File: src/rtl/exception_sequencer.sv
// rtl/exception_sequencer.sv - exception/return sequencer for the 5-stage, 2-slot pipeline
//
// Detects EX-stage overflow and ID-stage undefined opcodes, squashes younger work,
// redirects fetch to the handler vector and returns to EPC on ERET. A fault taken
// while already in the handler, or a handler that never returns (watchdog), parks
// the pipeline in a sticky HALT that only reset leaves.
//
// Ports:
//   clk, reset            rising-edge clock, asynchronous active-low reset
//   ovf_alu, ovf_mem      EX-stage overflow sources
//   undef1, undef2, eret  ID-stage decode events (ignored while stall_in)
//   stall_in              hazard-unit stall of ID
//   ex_pc, id_pc          PCs of the EX and ID instructions
//   flush_if_id, kill_id, kill_ex  same-cycle squash controls
//   pc_sel, pc_vec        fetch redirect: 00 normal, 01 vector, 10 EPC, 11 hold
//   epc_q, cause_q        exception PC and cause registers
//   in_handler, halted    state indicators
//   exc_count             saturating count of accepted exceptions
module exception_sequencer #(
  parameter logic [31:0] VECTOR  = 32'd60,
  parameter int          CNT_W   = 8,
  parameter int          WDT_MAX = 255
) (
  input  logic             clk,
  input  logic             reset,
  input  logic             ovf_alu,
  input  logic             ovf_mem,
  input  logic             undef1,
  input  logic             undef2,
  input  logic             eret,
  input  logic             stall_in,
  input  logic [31:0]      ex_pc,
  input  logic [31:0]      id_pc,
  output logic             flush_if_id,
  output logic             kill_id,
  output logic             kill_ex,
  output logic [1:0]       pc_sel,
  output logic [31:0]      pc_vec,
  output logic [31:0]      epc_q,
  output logic [1:0]       cause_q,
  output logic             in_handler,
  output logic             halted,
  output logic [CNT_W-1:0] exc_count
);

  localparam int WDT_W = (WDT_MAX > 1) ? $clog2(WDT_MAX + 1) : 1;

  typedef enum logic [1:0] {
    S_IDLE    = 2'd0,
    S_HANDLER = 2'd1,
    S_HALT    = 2'd2
  } state_t;

  state_t           state_q;
  state_t           state_d;
  logic [WDT_W-1:0] wdt_q;

  logic       ovf;
  logic       u1;
  logic       u2;
  logic       er;
  logic       fault;
  logic       wdt_fire;
  logic [1:0] fault_cause;

  // ID-stage events only count when the instruction actually leaves ID.
  assign ovf   = ovf_alu | ovf_mem;
  assign u1    = undef1 & ~stall_in;
  assign u2    = undef2 & ~stall_in;
  assign er    = eret & ~stall_in;
  assign fault = ovf | u1 | u2;

  // EX is older than ID, so overflow outranks either undefined slot.
  always_comb begin
    fault_cause = 2'b11;
    if (ovf)     fault_cause = 2'b01;
    else if (u1) fault_cause = 2'b10;
  end

  // A returning handler beats the watchdog; a double fault is reported as such.
  assign wdt_fire = (WDT_MAX != 0) && (state_q == S_HANDLER) &&
                    (wdt_q == WDT_W'(WDT_MAX)) && !er && !fault;

  always_ff @(posedge clk or negedge reset) begin
    if (!reset) begin
      state_q <= S_IDLE;
    end else begin
      state_q <= state_d;
    end
  end

  always_comb begin
    state_d = state_q;
    case (state_q)
      S_IDLE:    if (fault) state_d = S_HANDLER;
      S_HANDLER: begin
        if (fault || wdt_fire) state_d = S_HALT;
        else if (er)           state_d = S_IDLE;
      end
      S_HALT:    state_d = S_HALT;
      default:   state_d = S_IDLE;
    endcase
  end

  always_comb begin
    flush_if_id = 1'b0;
    kill_id     = 1'b0;
    kill_ex     = 1'b0;
    pc_sel      = 2'b00;
    pc_vec      = VECTOR;
    case (state_q)
      S_IDLE: begin
        if (fault) begin
          flush_if_id = 1'b1;
          kill_id     = 1'b1;
          kill_ex     = ovf;  // an ID fault lets the older EX instruction complete
          pc_sel      = 2'b01;
        end
      end
      S_HANDLER: begin
        if (fault || wdt_fire) begin
          flush_if_id = 1'b1;
          kill_id     = 1'b1;
          kill_ex     = 1'b1;
          pc_sel      = 2'b11;
        end else if (er) begin
          flush_if_id = 1'b1;
          pc_sel      = 2'b10;
          pc_vec      = epc_q;
        end
      end
      S_HALT: begin
        flush_if_id = 1'b1;
        kill_id     = 1'b1;
        kill_ex     = 1'b1;
        pc_sel      = 2'b11;
      end
      default: ;
    endcase
  end

  assign in_handler = (state_q == S_HANDLER);
  assign halted     = (state_q == S_HALT);

  always_ff @(posedge clk or negedge reset) begin
    if (!reset) begin
      epc_q     <= '0;
      cause_q   <= '0;
      exc_count <= '0;
      wdt_q     <= '0;
    end else begin
      // EPC is captured only on the first fault; a double fault keeps the
      // original return address for post-mortem.
      if (state_q == S_IDLE && fault) begin
        epc_q   <= ovf ? ex_pc : id_pc;
        cause_q <= fault_cause;
      end else if (state_q == S_HANDLER && fault) begin
        cause_q <= fault_cause;
      end else if (wdt_fire) begin
        cause_q <= 2'b00;
      end

      if (fault && state_q != S_HALT && exc_count != '1) begin
        exc_count <= exc_count + 1'b1;
      end

      // Held at zero outside HANDLER, so it is already clear on entry.
      if (state_q == S_HANDLER && WDT_MAX != 0) wdt_q <= wdt_q + 1'b1;
      else                                      wdt_q <= '0;
    end
  end

endmodule

File: config.mk
export PLATFORM = sky130hd
export DESIGN_NAME = exception_sequencer
export DESIGN_NICKNAME = d
export VERILOG_FILES = /design/src/rtl/exception_sequencer.sv
export SDC_FILE = /design/constraint.sdc
export NUM_CORES = 1
export LEC_CHECK = 0
export CELL_PAD_IN_SITES_DETAIL_PLACEMENT = 2
export CELL_PAD_IN_SITES_GLOBAL_PLACEMENT = 2
export CORE_MARGIN = 3
export CORE_UTILIZATION = 23
export CTS_BUF_LIST = sky130_fd_sc_hd__clkbuf_8
export CTS_CLUSTER_DIAMETER = 60
export DETAILED_ROUTE_END_ITERATION = 10
export MAX_ROUTING_LAYER = met4
export PLACE_DENSITY_LB_ADDON = 0.1
export SYNTH_ARGS = -nofsm -noshare
export SYNTH_HDL_FRONTEND = slang
export SYNTH_SLANG_ARGS = --single-unit
File: constraint.sdc
create_clock -name clk -period 3.45 [get_ports clk]
set_clock_uncertainty 0.2 [all_clocks]
set_input_delay 0.345 -clock clk [delete_from_list [all_inputs] [get_ports clk]]
set_output_delay 0.345 -clock clk [all_outputs]
set_load 0.01 [all_outputs]
==> results.ini <==
[detailed_routing]
drc = 0
drtIter0Drc = 88
ant_nets = 0
vias_per_cell = 4.60
totalWireLength_mm = 9.58
vias = 2591
wl_per_cell_um = 17.0
firstDrtPassIters = 4

[grt]
grt_pass1_vias = 2814
grt_usage_pct = 15.1
gr-total-overflow = 0
grt_first_pass_wirelength_mm = 15.2
grt_start_max_net_pins = 65
antenna_found_initial = 0

[cts]
ctsHtreeMaxLevel = 2
cts.sinks = 52
cts.reportedPaths.clkPinSlew_ns = 0.09
ctsRootBufferMaster = clkbuf_8
cts_max_path_buffers = 2
hold_buffers = 1
cts_tree = built
cts_made_buffers = 5
clkLatencyLatePin_ns = 0.31
cts_resized = 0
cts_setup_buffers = 0

[logic_synthesis]
synth_area_leader_cell = dfrtp_1
synthDistinctLibCells = 40
synth.most_common_cell = dfrtp_1
netlist_area_um2 = 2700
synth_area_per_cell_um2 = 9.89
ys_warn_count = 0
synth.ff_latch_count = 52
synth-main-ff-cell = dfrtp_1
syn_nets = 347
yosysSeqAreaShare_pct = 48.2
synth_cells = 273
synthTopCellsByCount = dfrtp_1 (52), nor2_1 (44), a21oi_1 (34)
yosysTopAreaCellShare_pct = 48.2
ys_top_cells_by_area = dfrtp_1 (48%), mux2i_1 (12%), and2_1 (6.7%)
synthArstFlopShare_pct = 100
synth-edff-count = 0

[sta]
setup_violations = 0
tightest_slew_ns = 0.656
setup_tns_ns = 0
fmax_ghz = 0.329
hold_viol = 0
holdWs_ns = 0.264
slew-limit-headroom_pct = 56.3
report.final.slew_viol_count = 0
rsz0062_at_grt = no
timing.final.crit_share_pct = 88.1
min_period_ns = 3.04

[cells_and_area]
area_delta_synth_final_pct = 65.9
antenna_cells = 0
drive_gt1_share_pct = 5.67
fin_nets = 496
utilization_pct = 40.1

[hold_path]
hold_path.class = flip-flop to flip-flop

[die]
num_io_pins = 153
die_y_um = 114
die_width_um = 114
num_rows = 38
core_area_um2 = 11200
die_area_um2 = 13100
initial_core_util_pct = 24.2

[placement]
gp_congestion = 0.742
hpwl_mm = 7.39
port_buffers = 152

[setup_path]
critPathKind = primary input to output pin
cp.arrival_ns = 2.50
crit_required_ns = 2.90
critPathMaxFanout = 32
cp-start-kind = primary input
rrSetupSlack_ns = 1.51
end_kind = output pin

[power]
p_per_area_nw_per_um2 = 668
peakVddDrop_uv = 311
power.leakage_nw = 1.79

[outcome]
outcome = finished clean

[job]
maxCapViolations = 0

## final timing paths
kind                                   startpoint               endpoint  cells after the start
max                                        undef2             pc_vec[30]                      7
min                            wdt_q[0]$_DFF_PN0_     wdt_q[0]$_DFF_PN0_                      1
max reg2reg                state_q[1]$_DFFE_PN0P_  epc_q[13]$_DFFE_PN0P_                      5
min reg2reg                    wdt_q[0]$_DFF_PN0_     wdt_q[0]$_DFF_PN0_                      1
max in group asynchronous                   reset     wdt_q[0]$_DFF_PN0_                      3
min in group asynchronous                   reset   epc_q[7]$_DFFE_PN0P_                      2
## sequential cells by signal, summed over array words and instances, names as in the netlist
| name | cells |
|---|---|
| cause_q | 2 |
| epc_q | 32 |
| wdt_q | 8 |
| exc_count | 8 |
| state_q | 2 |
## metrics by stage
step           total power (W)  instances  setup WS (ns)  cell area [µm²]
2_1_floorplan          0.00178        273           1.55             2700
5_1_grt                0.00323        563          0.235             4480
3_3_place_gp           0.00261        554          0.428             4370
3_5_place_dp           0.00267        554          0.364             4370
6_report               0.00299        563          0.410             4480
4_1_cts                0.00306        563          0.373             4480
## kinds of logic after synthesis
kind of cell / Yosys count / synth area share (%)
AO/OA/AOI/OAI: 48 / 10.4
XOR/XNOR: 10 / 3.25
adder cells (fa/ha/maj): 2 / 0.927
buffers and inverters: 17 / 3.15
flip-flops: 52 / 48.2
multiplexers: 34 / 12.7
AND/OR/NAND/NOR: 110 / 21.4
## placed cells by master, fill, tap and decap left out, types with 2 or more instances in the layout
cell type / netlist / final
clkdlybuf4s50_1: 0 / 151
dfrtp_1: 52 / 52
nor2_1: 44 / 44
a21oi_1: 34 / 34
mux2i_1: 32 / 32
and2_1: 29 / 29
xor2_1: 7 / 7
nand3_1: 6 / 6
nand2_1: 6 / 6
nand2b_1: 6 / 6
clkbuf_8: 0 / 6
nor3_1: 4 / 4
o21ai_0: 3 / 3
and3_1: 3 / 3
xnor2_1: 3 / 3
buf_4: 1 / 3
inv_1: 1 / 2
nand4_1: 2 / 2
nor4_1: 2 / 2
mux2_2: 2 / 2
a31oi_1: 2 / 2
ha_1: 2 / 2
## worst max-delay path, cell delays in order
cell             delay [ns]
clkdlybuf4s50_1        0.43
o21bai_1               0.40
nand2_2                0.21
nor3_4                 0.19
buf_12                 0.20
and2_1                 0.14
clkdlybuf4s50_1        0.56
## per-layer routing
| layer | global-route usage (%) | part of all wire (%) | vias up |
|---|---|---|---|
| met2 | 26.0 | 51 | 81 |
| met1 | 18.9 | 43 | 1278 |
| met4 | 2.61 | 0.39 | 0 |
| li1 | - | - | 1230 |
| met3 | 2.54 | 5.0 | 2 |
| met5 | - | 0 | - |
## power breakdown
group	switching, W	total, W	internal, W
Clock	0.000210	0.000371	0.000161
Combinational	0.000704	0.00152	0.000818
Sequential	0.000226	0.00110	0.000871
## cell type report
type | count | area (µm²)
inverters | 2 | 7.51
clock buffers | 6 | 82.6
multi-input cells | 204 | 1330
clock inverters | 2 | 11.3
flip-flops and latches | 52 | 1300
fillers | 1241 | 6700
repair buffers | 157 | 1570
well taps | 140 | 175
No activity file was read; power rests on OpenSTA's default activity.
